**config.mk**
```make
export PLATFORM = sky130hd
export DESIGN_NAME = ldl_tick_gen
export DESIGN_NICKNAME = d
export VERILOG_FILES = /design/src/rtl/ldl_tick_gen.sv
export SDC_FILE = /design/constraint.sdc
export NUM_CORES = 1
export LEC_CHECK = 0
export ABC_AREA = 1
export CORE_MARGIN = 3
export CORE_UTILIZATION = 57
export DETAILED_ROUTE_END_ITERATION = 10
export GPL_TIMING_DRIVEN = 1
export PLACE_DENSITY_LB_ADDON = 0.1
export SLEW_MARGIN = 10
export SYNTH_ARGS = -nofsm -noshare
export SYNTH_HDL_FRONTEND = slang
export SYNTH_SLANG_ARGS = --single-unit
```
**constraint.sdc**
```tcl
create_clock -name clk -period 4.5 [get_ports clk]
set_input_delay 0.45 -clock clk [delete_from_list [all_inputs] [get_ports clk]]
set_output_delay 0.45 -clock clk [all_outputs]
set_load 0.01 [all_outputs]
```
**src/rtl/ldl_tick_gen.sv**
```systemverilog
// ldl_tick_gen: programmable prescaler / burst tick generator.
// Emits a registered single-cycle `tick` every (div+1) clocks, either
// continuously (burst=0) or for a finite burst of `burst` ticks ending
// with a coincident `done` pulse. div/burst are latched when a run starts.
// Optional build macro: LDL_TICK_GEN_RESTART_EN -- when defined, start
// asserted during a run restarts it with freshly latched div/burst.
module ldl_tick_gen #(
  parameter int unsigned DIV_W = 8,
  parameter int unsigned CNT_W = 8
) (
  input  logic             clk,
  input  logic             rst,
  input  logic             start,
  input  logic             stop,
  input  logic [DIV_W-1:0] div,
  input  logic [CNT_W-1:0] burst,
  output logic             tick,
  output logic             busy,
  output logic             done,
  output logic [CNT_W-1:0] tick_cnt
);

  typedef enum logic {
    IDLE = 1'b0,
    RUN  = 1'b1
  } state_t;

  state_t           state;
  state_t           state_nx;
  logic [DIV_W-1:0] prescaler;
  logic [DIV_W-1:0] prescaler_nx;
  logic [DIV_W-1:0] div_q;
  logic [DIV_W-1:0] div_q_nx;
  logic [CNT_W-1:0] burst_q;
  logic [CNT_W-1:0] burst_q_nx;
  logic [CNT_W-1:0] cnt_nx;
  logic             tick_nx;
  logic             done_nx;
  logic             busy_nx;
  logic             tick_due;
  logic             last_tick;
  logic             restart;

  // A tick is due when the prescaler has reached the latched divisor.
  assign tick_due  = (prescaler == div_q);

  // The due tick is the final one of a finite burst.
  assign last_tick = (burst_q != '0) && (tick_cnt == (burst_q - CNT_W'(1)));

`ifdef LDL_TICK_GEN_RESTART_EN
  assign restart = start;
`else
  assign restart = 1'b0;
`endif

  // Next-state and next-output decode; stop outranks restart, which outranks a due tick.
  always_comb begin
    state_nx     = state;
    prescaler_nx = prescaler;
    div_q_nx     = div_q;
    burst_q_nx   = burst_q;
    cnt_nx       = tick_cnt;
    tick_nx      = 1'b0;
    done_nx      = 1'b0;

    unique case (state)
      IDLE: begin
        if (start && !stop) begin
          state_nx     = RUN;
          div_q_nx     = div;
          burst_q_nx   = burst;
          prescaler_nx = '0;
          cnt_nx       = '0;
        end
      end

      RUN: begin
        if (stop) begin
          state_nx = IDLE;
        end else if (restart) begin
          div_q_nx     = div;
          burst_q_nx   = burst;
          prescaler_nx = '0;
          cnt_nx       = '0;
        end else if (tick_due) begin
          prescaler_nx = '0;
          tick_nx      = 1'b1;
          cnt_nx       = tick_cnt + CNT_W'(1);
          if (last_tick) begin
            done_nx  = 1'b1;
            state_nx = IDLE;
          end
        end else begin
          prescaler_nx = prescaler + DIV_W'(1);
        end
      end

      default: begin
        state_nx = IDLE;
      end
    endcase

    busy_nx = (state_nx == RUN);
  end

  // State and output registers; every output comes straight from a flop.
  always_ff @(posedge clk) begin
    if (rst) begin
      state     <= IDLE;
      prescaler <= '0;
      div_q     <= '0;
      burst_q   <= '0;
      tick_cnt  <= '0;
      tick      <= 1'b0;
      done      <= 1'b0;
      busy      <= 1'b0;
    end else begin
      state     <= state_nx;
      prescaler <= prescaler_nx;
      div_q     <= div_q_nx;
      burst_q   <= burst_q_nx;
      tick_cnt  <= cnt_nx;
      tick      <= tick_nx;
      done      <= done_nx;
      busy      <= busy_nx;
    end
  end

endmodule

```
==> metrics.yaml, run 1 <==
route:
  num_vias: 1855
  ant_nets: 0
  route.detailed.drc: 0
  wl_per_cell_um: 12.0
  routed_via_density: 5.32
  dr.pass1.iters: 4
  drtIter0Drc: 109
  wl_um: 4180
die:
  die-area_um2: 4130
  initial_core_util_pct: 61.3
  die_x_um: 64.3
  ios: 31
  die_h_um: 64.3
  placementRows: 20
  core_um2: 3150
final_layout:
  fin_nets: 328
  layout-drive-gt1-share_pct: 6.56
  diodes: 0
  syn2layout_area_growth_pct: 19.1
  final_cell_mix: "nand2_1, dfxtp_1, a21oi_1, clkdlybuf4s50_1, inv_1"
  final_common_cell: "nand2_1"
power_and_ir_drop:
  switching_power_mw: 0.183
  seq_power_share_pct: 53.8
  switching_share_pct: 29.5
  clockPowerShare_pct: 26.3
  leakage_nw: 0.897
  intPower_mw: 0.437
  pwr-share-comb_pct: 19.9
  cellPowerDensity_nw_per_um2: 269
  ir_drop_v: 0.000210
sta:
  fin_skew_ns: 0.00442
  worst_slack_ns: 2.48
  max_freq_mhz: 495
  min_period_over_period_pct: 44.9
  hold_violations: 0
  fin_tns_setup_ns: 0
  rsz0062_at_grt: "false"
  drv_slew: 0
  worst_slew_pin_slew_ns: 0.872
  fin_crit_ns: 2.02
  setup_violations: 0
  slew_headroom_pct: 41.7
clock_network:
  clkSinkCount: 35
  cts-buffers-inserted: 5
  clockRootBuffer: "clkbuf_4"
  clk_pin_slew_ns: 0.10
  cts.htree.levels: 2
  clock_latency_ns: 0.34
  cts_tree: "yes"
  clock_path_buffers: 2
  cts_setup_buffers: 0
  hold_buffers: 0
  cts-resized-gates: 0
synth:
  synth.ff_latch_count: 35
  synth_fp_nets: 299
  ys_types: 30
  syn_inst: 275
  syn_avg_cell_area_um2: 7.03
  seq_area_frac_synth_pct: 36.2
  yosys_warnings: 0
  syn-cell-area_um2: 1930
critical_path:
  path_max_fanout: 36
  critPathKind: "input port to flop"
  crit_path_cell_trace: "clkdlybuf4s50_1 -> inv_1 -> nand3_2 -> inv_1 -> nor2_2 -> o21ai_0 -> a21oi_1"
  cp.arrival_ns: 2.26
  crit_buf_inv: 3
  cp_common_cell: "inv_1"
  end_kind: "flop"
  cpLargestDelayFamily: "buffers and inverters"
  slowest_delay_ns: 0.51
  critical_path_required_ns: 4.74
  r2r_slack_ns: 2.56
  cp-start-kind: "input port"
  cp_slowest_cell: "nand3_2"
outcome:
  status: "finished, final reports clean"
placement:
  gp_congestion: 0.853
  port_buffers: 30
  place_ws_ns: 2.12
  dpl.hpwl_um: 3030
global_routing:
  grt-ovfl-total: 0
  grt_first_pass_wirelength_um: 7290
  antenna_found_initial: 0
  grt_start_max_net_pins: 37
  grt_pass1_vias: 1671
  grt_usage_pct: 22.3
job:
  max_cap_violations: 0
worst_hold_path:
  hold_path_class: "flop to flop"
## metal layers
| layer | vias to the layer above | share of wire [%] | GRT usage (%) |
|---|---|---|---|
| met5 | - | 0 | 0 |
| met4 | 0 | 1.5 | 9.23 |
| met3 | 9 | 5.3 | 5.80 |
| met2 | 41 | 51 | 37.6 |
| met1 | 849 | 43 | 26.7 |
| li1 | 956 | - | - |
## power by group through the flow
stage,sequential (mW),combinational (mW),clock (mW)
floorplan,0.339,0.0860,0
global placement,0.340,0.121,0
detailed placement,0.340,0.123,0
CTS,0.333,0.124,0.167
global route,0.335,0.141,0.180
finish,0.333,0.123,0.163
## state kept, by name, summed over array words and instances (netlist names)
signal / count
tick: 1
done: 1
prescaler: 8
div_q: 8
state: 1
tick_cnt: 8
burst_q: 8
## through the flow
stage                     std cells  power (mW)  util [%]  hold slack [ns]  instance area [µm²]
after global placement          341       0.461      71.5            0.459                 2250
after global routing            349       0.656      73.1            0.513                 2300
final                           349       0.619      73.1            0.483                 2300
after detailed placement        341       0.464      71.5            0.469                 2250
after floorplan                 275       0.425         -            0.443                 1930
after CTS                       349       0.624      73.1            0.485                 2300
## final cells by class
class | count | area (µm²)
clock buffer | 7 | 45.0
clock inverter | 1 | 5.00
fill | 302 | 850
inverter | 30 | 113
multi-input combinational | 202 | 1080
sequential | 35 | 701
tap | 44 | 55.1
timing repair buffer | 30 | 300
## worst register-to-register path, delay by kind of cell (launching register included)
| kind | cells | cell delay (ns) |
|---|---|---|
| simple gates | 2 | 0.67 |
| flops | 1 | 0.34 |
| compound gates | 2 | 0.26 |
| buf+inv | 2 | 0.56 |
## cells in the mapped netlist (all sizes together)
cell type | count | area share (%)
clkbuf | 5 | 0.97
a21oi | 33 | 9.1
xor2 | 8 | 3.6
dfxtp | 35 | 36
inv | 30 | 5.8
buf | 3 | 0.91
nand2 | 67 | 13
or2 | 3 | 1.2
o21a | 1 | 0.39
nor3 | 1 | 0.26
xnor3 | 1 | 1.2
o211ai | 1 | 0.39
nor2 | 27 | 5.9
a22oi | 1 | 0.39
nand3b | 1 | 0.39
o21ai | 18 | 4.7
xnor2 | 6 | 2.7
nand4 | 8 | 3.7
ha | 4 | 2.6
nand3 | 22 | 6.2
## kinds of logic after synthesis
family / Yosys count / synth area share [%]
buf+inv: 38 / 7.70
compound gates: 54 / 14.9
fa+ha+maj: 4 / 2.59
simple gates: 129 / 31.0
flops: 35 / 36.2
xor+xnor: 15 / 7.50
## final timing paths
| path | end | cells past startpoint | startpoint |
|---|---|---|---|
| setup / recovery | prescaler[0]$_SDFFE_PP0P_ | 7 | stop |
| setup reg to reg | prescaler[0]$_SDFFE_PP0P_ | 6 | state$_SDFF_PP0_ |
| hold reg to reg | div_q[6]$_SDFFE_PP0P_ | 2 | div_q[6]$_SDFFE_PP0P_ |
| hold / removal | div_q[6]$_SDFFE_PP0P_ | 2 | div_q[6]$_SDFFE_PP0P_ |
Note: power is estimated with default switching activity, not from simulation.
==> run 2, diff against run 1 <==
--- a/config.mk
+++ b/config.mk
@@ -7,7 +7,7 @@
 export LEC_CHECK = 0
 export ABC_AREA = 1
 export CORE_MARGIN = 3
-export CORE_UTILIZATION = 57
+export CORE_UTILIZATION = 53
 export DETAILED_ROUTE_END_ITERATION = 10
 export GPL_TIMING_DRIVEN = 1
 export PLACE_DENSITY_LB_ADDON = 0.1
==> constraint.sdc (replaced) <==
create_clock -name clk -period 2.1 [get_ports clk]
set_input_delay 0.21 -clock clk [delete_from_list [all_inputs] [get_ports clk]]
set_output_delay 0.21 -clock clk [all_outputs]
set_load 0.01 [all_outputs]
==> metrics.yaml, run 2 (same netlist as run 1, synthesis figures left out) <==
placement:
  gp_congestion: 0.868  # was 0.853
  place_ws_ns: 0.493  # was 2.12 ns
  port_buffers: 30  # unchanged
  dpl.hpwl_um: 3130  # was 3030 µm
sta:
  rsz0062_at_grt: "false"  # unchanged
  worst_slack_ns: 0.430  # was 2.48 ns
  setup_violations: 0  # unchanged
  slew_headroom_pct: 68.2  # was 41.7%
  drv_slew: 0  # unchanged
  worst_slew_pin_slew_ns: 0.477  # was 0.872 ns
  fin_skew_ns: 0.00814  # was 0.00442 ns
  min_period_over_period_pct: 79.5
  hold_violations: 0  # unchanged
  max_freq_mhz: 599
  fin_tns_setup_ns: 0  # unchanged
  fin_crit_ns: 1.67
route:
  num_vias: 1840  # was 1855
  wl_um: 4440  # was 4180 µm
  ant_nets: 0  # unchanged
  routed_via_density: 5.20  # was 5.32
  wl_per_cell_um: 12.5  # was 12.0 µm
  route.detailed.drc: 0  # unchanged
  drtIter0Drc: 143  # was 109
  dr.pass1.iters: 5  # was 4
clock_network:
  clockRootBuffer: "clkbuf_4"  # unchanged
  cts-buffers-inserted: 5  # unchanged
  clock_latency_ns: 0.34  # about the same
  cts.htree.levels: 2  # unchanged
  cts_setup_buffers: 0  # unchanged
  clk_pin_slew_ns: 0.11  # was 0.10 ns
  hold_buffers: 0  # unchanged
  clock_path_buffers: 2  # unchanged
  cts-resized-gates: 0  # unchanged
  cts_tree: "yes"  # unchanged
  clkSinkCount: 35  # unchanged
final_layout:
  syn2layout_area_growth_pct: 22.3  # was 19.1%
  multi_input_area_um2: 1080  # unchanged
  diodes: 0  # unchanged
  final_common_cell: "nand2_1"  # unchanged
  final_cell_mix: "nand2_1, dfxtp_1, a21oi_1, clkdlybuf4s50_1, inv_1"  # unchanged
  ff_latch_area_um2: 701  # unchanged
  layout-drive-gt1-share_pct: 8.12  # was 6.56%
  fin_nets: 331  # was 328
  final_util_pct: 69.2  # was 73.1%
  fill_cells: 306  # was 302
critical_path:
  path_max_fanout: 8  # was 36
  end_kind: "output port"  # was flop
  crit_path_cell_trace: "clkdlybuf4s50_1"  # was clkdlybuf4s50_1 -> inv_1 -> nand3_2 -> inv_1 -> nor2_2 -> o21ai_0 -> a21oi_1
  cpLargestDelayFamily: "buffers and inverters"  # unchanged
  critPathKind: "flop to output port"  # was input port to flop
  cp-start-kind: "flop"  # was input port
  critical_path_required_ns: 1.89  # was 4.74 ns
  reg2reg_depth: 11  # was 6
  r2r_end: "state$_SDFF_PP0_"  # was prescaler[0]$_SDFFE_PP0P_
  r2r_slack_ns: 0.55  # was 2.56 ns
  r2r_start: "burst_q[0]$_SDFFE_PP0P_"  # was state$_SDFF_PP0_
  cp.arrival_ns: 1.46  # was 2.26 ns
  cp_slowest_cell: "clkdlybuf4s50_1"  # was nand3_2
  slowest_delay_ns: 0.60  # was 0.51 ns
  crit_buf_inv: 1  # was 3
worst_hold_path:
  min-delay-start: "div[5]"  # was div_q[6]$_SDFFE_PP0P_
  whs_endpoint: "div_q[5]$_SDFFE_PP0P_"  # was div_q[6]$_SDFFE_PP0P_
  hold_path_class: "input port to flop"  # was flop to flop
  hold_path_depth: 3  # was 2
global_routing:
  grt-ovfl-total: 0  # unchanged
  grt_pass1_vias: 1744  # was 1671
  grt_first_pass_wirelength_um: 7530  # was 7290 µm
  antenna_found_initial: 0  # unchanged
  grt_start_max_net_pins: 36  # was 37
  grt_usage_pct: 22.2  # was 22.3%
die:
  core_um2: 3420  # was 3150 µm²
  initial_core_util_pct: 56.6  # was 61.3%
  die_x_um: 66.4  # was 64.3 µm
  placementRows: 21  # was 20
  ios: 31  # unchanged
  die_h_um: 66.4  # was 64.3 µm
  die-area_um2: 4410  # was 4130 µm²
outcome:
  status: "finished, final reports clean"  # unchanged
power_and_ir_drop:
  post-layout-total-power_mw: 1.50  # was 0.619 mW
  leakage_nw: 0.931  # was 0.897 nW
  ir_drop_v: 0.000423  # was 0.000210 V
  cellPowerDensity_nw_per_um2: 635  # was 269 nW/µm²
job:
  max_cap_violations: 0  # unchanged
==> run 2: how the worst max path moves through the flow <==
| stage | startpoint | endpoint | slack (ns) | cells after the start |
|---|---|---|---|---|
| 6_report | tick_cnt[2]$_SDFFE_PP0P_ | tick_cnt[2] | 0.43 | 1 |
| 3_3_place_gp | stop | prescaler[4]$_SDFFE_PP0P_ | 0.52 | 6 |
| 4_1_cts | tick_cnt[2]$_SDFFE_PP0P_ | tick_cnt[2] | 0.42 | 1 |
| 2_1_floorplan | burst_q[0]$_SDFFE_PP0P_ | state$_SDFF_PP0_ | 0.68 | 9 |
| 3_5_place_dp | stop | prescaler[4]$_SDFFE_PP0P_ | 0.49 | 6 |
| 5_1_grt | burst_q[0]$_SDFFE_PP0P_ | state$_SDFF_PP0_ | 0.35 | 11 |
==> run 2: layout make-up <==
type	instances	area share [%]
flip-flops and latches	35	29.6
repair buffers	33	13.7
inverters	30	4.76
clock buffers	6	2.17
multi-input cells	202	45.9
well taps	46	2.43
clock inverters	2	1.48
==> run 2: routing by layer <==
| metal | up-vias | wire (µm) | global-route usage [%] |
|---|---|---|---|
| met2 | 28 | 2290 | 38.8 |
| met4 | 0 | 46 | 10.2 |
| li1 | 963 | - | - |
| met3 | 7 | 141 | 3.57 |
| met1 | 842 | 1970 | 26.3 |
| met5 | - | 0 | 0 |
==> run 2: through the flow <==
step / cell area [µm²] / hold slack (ns) / instances
CTS: 2360 / 0.399 / 354
global placement: 2280 / 0.461 / 346
global route: 2360 / 0.416 / 354
detailed placement: 2280 / 0.468 / 346
finish: 2360 / 0.409 / 354
floorplan: 1930 / 0.355 / 275
==> run 2: report_power, final <==
part	switching, mW	internal, mW
sequential	0.0247	0.690
combinational	0.151	0.119
clock	0.236	0.281
total	0.412	1.09
==> run 2: tightest hold or removal path, delay by kind of cell <==
kind,cells,cell delay [ns]
AOI/OAI and AO/OA,1,0.05
buffers and inverters,1,0.39
and+or+nand+nor,1,0.06
==> run 3, diff against run 2 <==
--- a/config.mk
+++ b/config.mk
@@ -7,7 +7,7 @@
 export LEC_CHECK = 0
 export ABC_AREA = 1
 export CORE_MARGIN = 3
-export CORE_UTILIZATION = 53
+export CORE_UTILIZATION = 48
 export DETAILED_ROUTE_END_ITERATION = 10
 export GPL_TIMING_DRIVEN = 1
 export PLACE_DENSITY_LB_ADDON = 0.1
==> constraint.sdc (replaced) <==
create_clock -name clk -period 1.37 [get_ports clk]
set_input_delay 0.137 -clock clk [delete_from_list [all_inputs] [get_ports clk]]
set_output_delay 0.137 -clock clk [all_outputs]
set_load 0.01 [all_outputs]
==> metrics.yaml, run 3 (same netlist as run 1, synthesis figures left out) <==
clock_network:
  hold_buffers: 0  # unchanged
  clockRootBuffer: "clkbuf_8"  # was clkbuf_4
  cts-buffers-inserted: 5  # unchanged
  cts_tree: "yes"  # unchanged
  clkSinkCount: 35  # unchanged
  clk_pin_slew_ns: 0.07  # was 0.11 ns
  clock_latency_ns: 0.29  # was 0.34 ns
  clock_path_buffers: 2  # unchanged
  cts.htree.levels: 2  # unchanged
global_routing:
  grt_start_max_net_pins: 24  # was 36
  grt_pass1_vias: 1805  # was 1744
  antenna_found_initial: 0  # unchanged
  grt-ovfl-total: 0  # unchanged
  grt_usage_pct: 19.7  # was 22.2%
  grt_first_pass_wirelength_um: 7800  # was 7530 µm
route:
  wl_per_cell_um: 12.1  # was 12.5 µm
  wl_um: 4730  # was 4440 µm
  num_vias: 1971  # was 1840
  dr_wl_met2_um: 2400  # was 2290 µm
  ant_nets: 0  # unchanged
  route.detailed.drc: 0  # unchanged
  routed_via_density: 5.05  # was 5.20
  highest_layer: "met4"  # unchanged
  dr.pass1.iters: 4  # was 5
  route.met3.wl_um: 172  # was 141 µm
  wirelength_met1_um: 2060  # was 1970 µm
  drtIter0Drc: 109  # was 143
outcome:
  violations: "negative setup slack"
  status: "complete, but fails checks"  # was finished, final reports clean
power_and_ir_drop:
  post-layout-total-power_mw: 2.58  # was 1.50 mW
  cellPowerDensity_nw_per_um2: 913  # was 635 nW/µm²
  ir_drop_v: 0.000702  # was 0.000423 V
  leakage_nw: 1.18  # was 0.931 nW
final_layout:
  final_cell_mix: "nand2_1, buf_4, a21oi_1, inv_1"  # was nand2_1, dfxtp_1, a21oi_1, clkdlybuf4s50_1, inv_1
  syn2layout_area_growth_pct: 46.1  # was 22.3%
  layout-drive-gt1-share_pct: 28.9  # was 8.12%
  fin_nets: 365  # was 331
  final_area_um2: 2830  # was 2360 µm²
  diodes: 0  # unchanged
  final_common_cell: "nand2_1"  # unchanged
  final_util_pct: 75.0  # was 69.2%
critical_path:
  critical_path_required_ns: 1.59  # was 1.89 ns
  end_kind: "flop"  # was output port
  path_max_fanout: 5  # was 8
  critPathKind: "flop to flop"  # was flop to output port
  r2r_slack_ns: -0.07  # was 0.55 ns
  cp_common_cell: "or2_4"
  cp.arrival_ns: 1.67  # was 1.46 ns
  slowest_delay_ns: 0.36  # was 0.60 ns
  crit_buf_inv: 0  # was 1
  crit_path_cell_trace: "or2_4 -> a21oi_4 -> nand4_4 -> or2_4 -> nor2_2"  # was clkdlybuf4s50_1
  cpLargestDelayFamily: "simple AND/OR/NAND/NOR gates"  # was buffers and inverters
  cp-start-kind: "flop"  # unchanged
  cp_slowest_cell: "dfxtp_4"  # was clkdlybuf4s50_1
die:
  core_um2: 3770  # was 3420 µm²
  die_x_um: 69.5  # was 66.4 µm
  ios: 31  # unchanged
  die_h_um: 69.5  # was 66.4 µm
  placementRows: 22  # was 21
  die-area_um2: 4830  # was 4410 µm²
  initial_core_util_pct: 51.3  # was 56.6%
worst_hold_path:
  hold_path_class: "input port to flop"  # unchanged
sta:
  setup_violations: 11  # was 0
  fin_crit_ns: 1.44
  rsz0062_at_grt: "true"  # was false
  fin_skew_ns: 0.00374  # was 0.00814 ns
  max_freq_mhz: 693
  drv_slew: 0  # unchanged
  worst_slack_ns: -0.0727  # was 0.430 ns
  worst_slew_pin_slew_ns: 0.227  # was 0.477 ns
  min_period_over_period_pct: 105
  slew_headroom_pct: 84.9  # was 68.2%
  hold_violations: 0  # unchanged
placement:
  port_buffers: 30  # unchanged
  place_ws_ns: -0.0911  # was 0.493 ns
  place_area_um2: 2550  # was 2280 µm²
  dpl.hpwl_um: 3390  # was 3130 µm
  gp_congestion: 0.819  # was 0.868
job:
  max_cap_violations: 0  # unchanged
-- run 3: cell count changes in the layout (fill, tap and decap cells not counted), sizes merged --
cell           delta
dlymetal6s2s      +1
clkdlybuf4s50     -7
nand2             +1
dlygate4sd2       +6
buf              +33
-- run 3: routing by layer --
metal | track usage (%) | up-vias
met2 | 34.2 | 40
met5 | 0 | -
met1 | 23.6 | 892
li1 | - | 1030
met3 | 3.77 | 9
met4 | 8.24 | 0
-- run 3: repair_timing --
| action | CTS | global route |
|---|---|---|
| buffers inserted | 1 | 1 |
| endpoints found under the setup margin | 18 | 15 |
| resized for setup | 25 | 29 |
| cloned | 1 | 0 |
| pin swaps | 7 | 15 |
-- run 3: power breakdown --
part / internal, mW / switching [mW]
registers: 1.06 / 0.0381
clock network: 0.589 / 0.379
logic: 0.249 / 0.268
total: 1.89 / 0.685
-- run 3: path summary, 6_finish.rpt --
| path | start | endpoint | depth (start not counted) |
|---|---|---|---|
| max | prescaler[1]$_SDFFE_PP0P_ | done$_SDFF_PP0_ | 5 |
| min | div[5] | div_q[5]$_SDFFE_PP0P_ | 3 |
| max reg2reg | prescaler[1]$_SDFFE_PP0P_ | done$_SDFF_PP0_ | 5 |
| min reg2reg | div_q[6]$_SDFFE_PP0P_ | div_q[6]$_SDFFE_PP0P_ | 2 |
-- run 3: layout make-up --
class	count	area [µm²]
Clock inverter	2	35.0
Timing Repair Buffer	66	603
Inverter	30	115
Tap cell	48	60.1
Sequential cell	35	729
Fill cell	284	945
Multi-Input combinational cell	203	1200
Clock buffer	6	82.6
-- run 3: tightest hold or removal path, delay by kind of cell --
family	cells	cell delay, ns
AND/OR/NAND/NOR	1	0.06
buffers and inverters	1	0.39
AO/OA/AOI/OAI	1	0.05
-- run 3: through the flow --
stage	setup TNS, ns	std cells	hold slack, ns
after global placement	-0.471	379	0.453
after CTS	-0.0581	389	0.387
after global routing	-1.36	390	0.413
final	-0.320	390	0.393
after floorplan	0	275	0.282
after detailed placement	-0.768	379	0.461
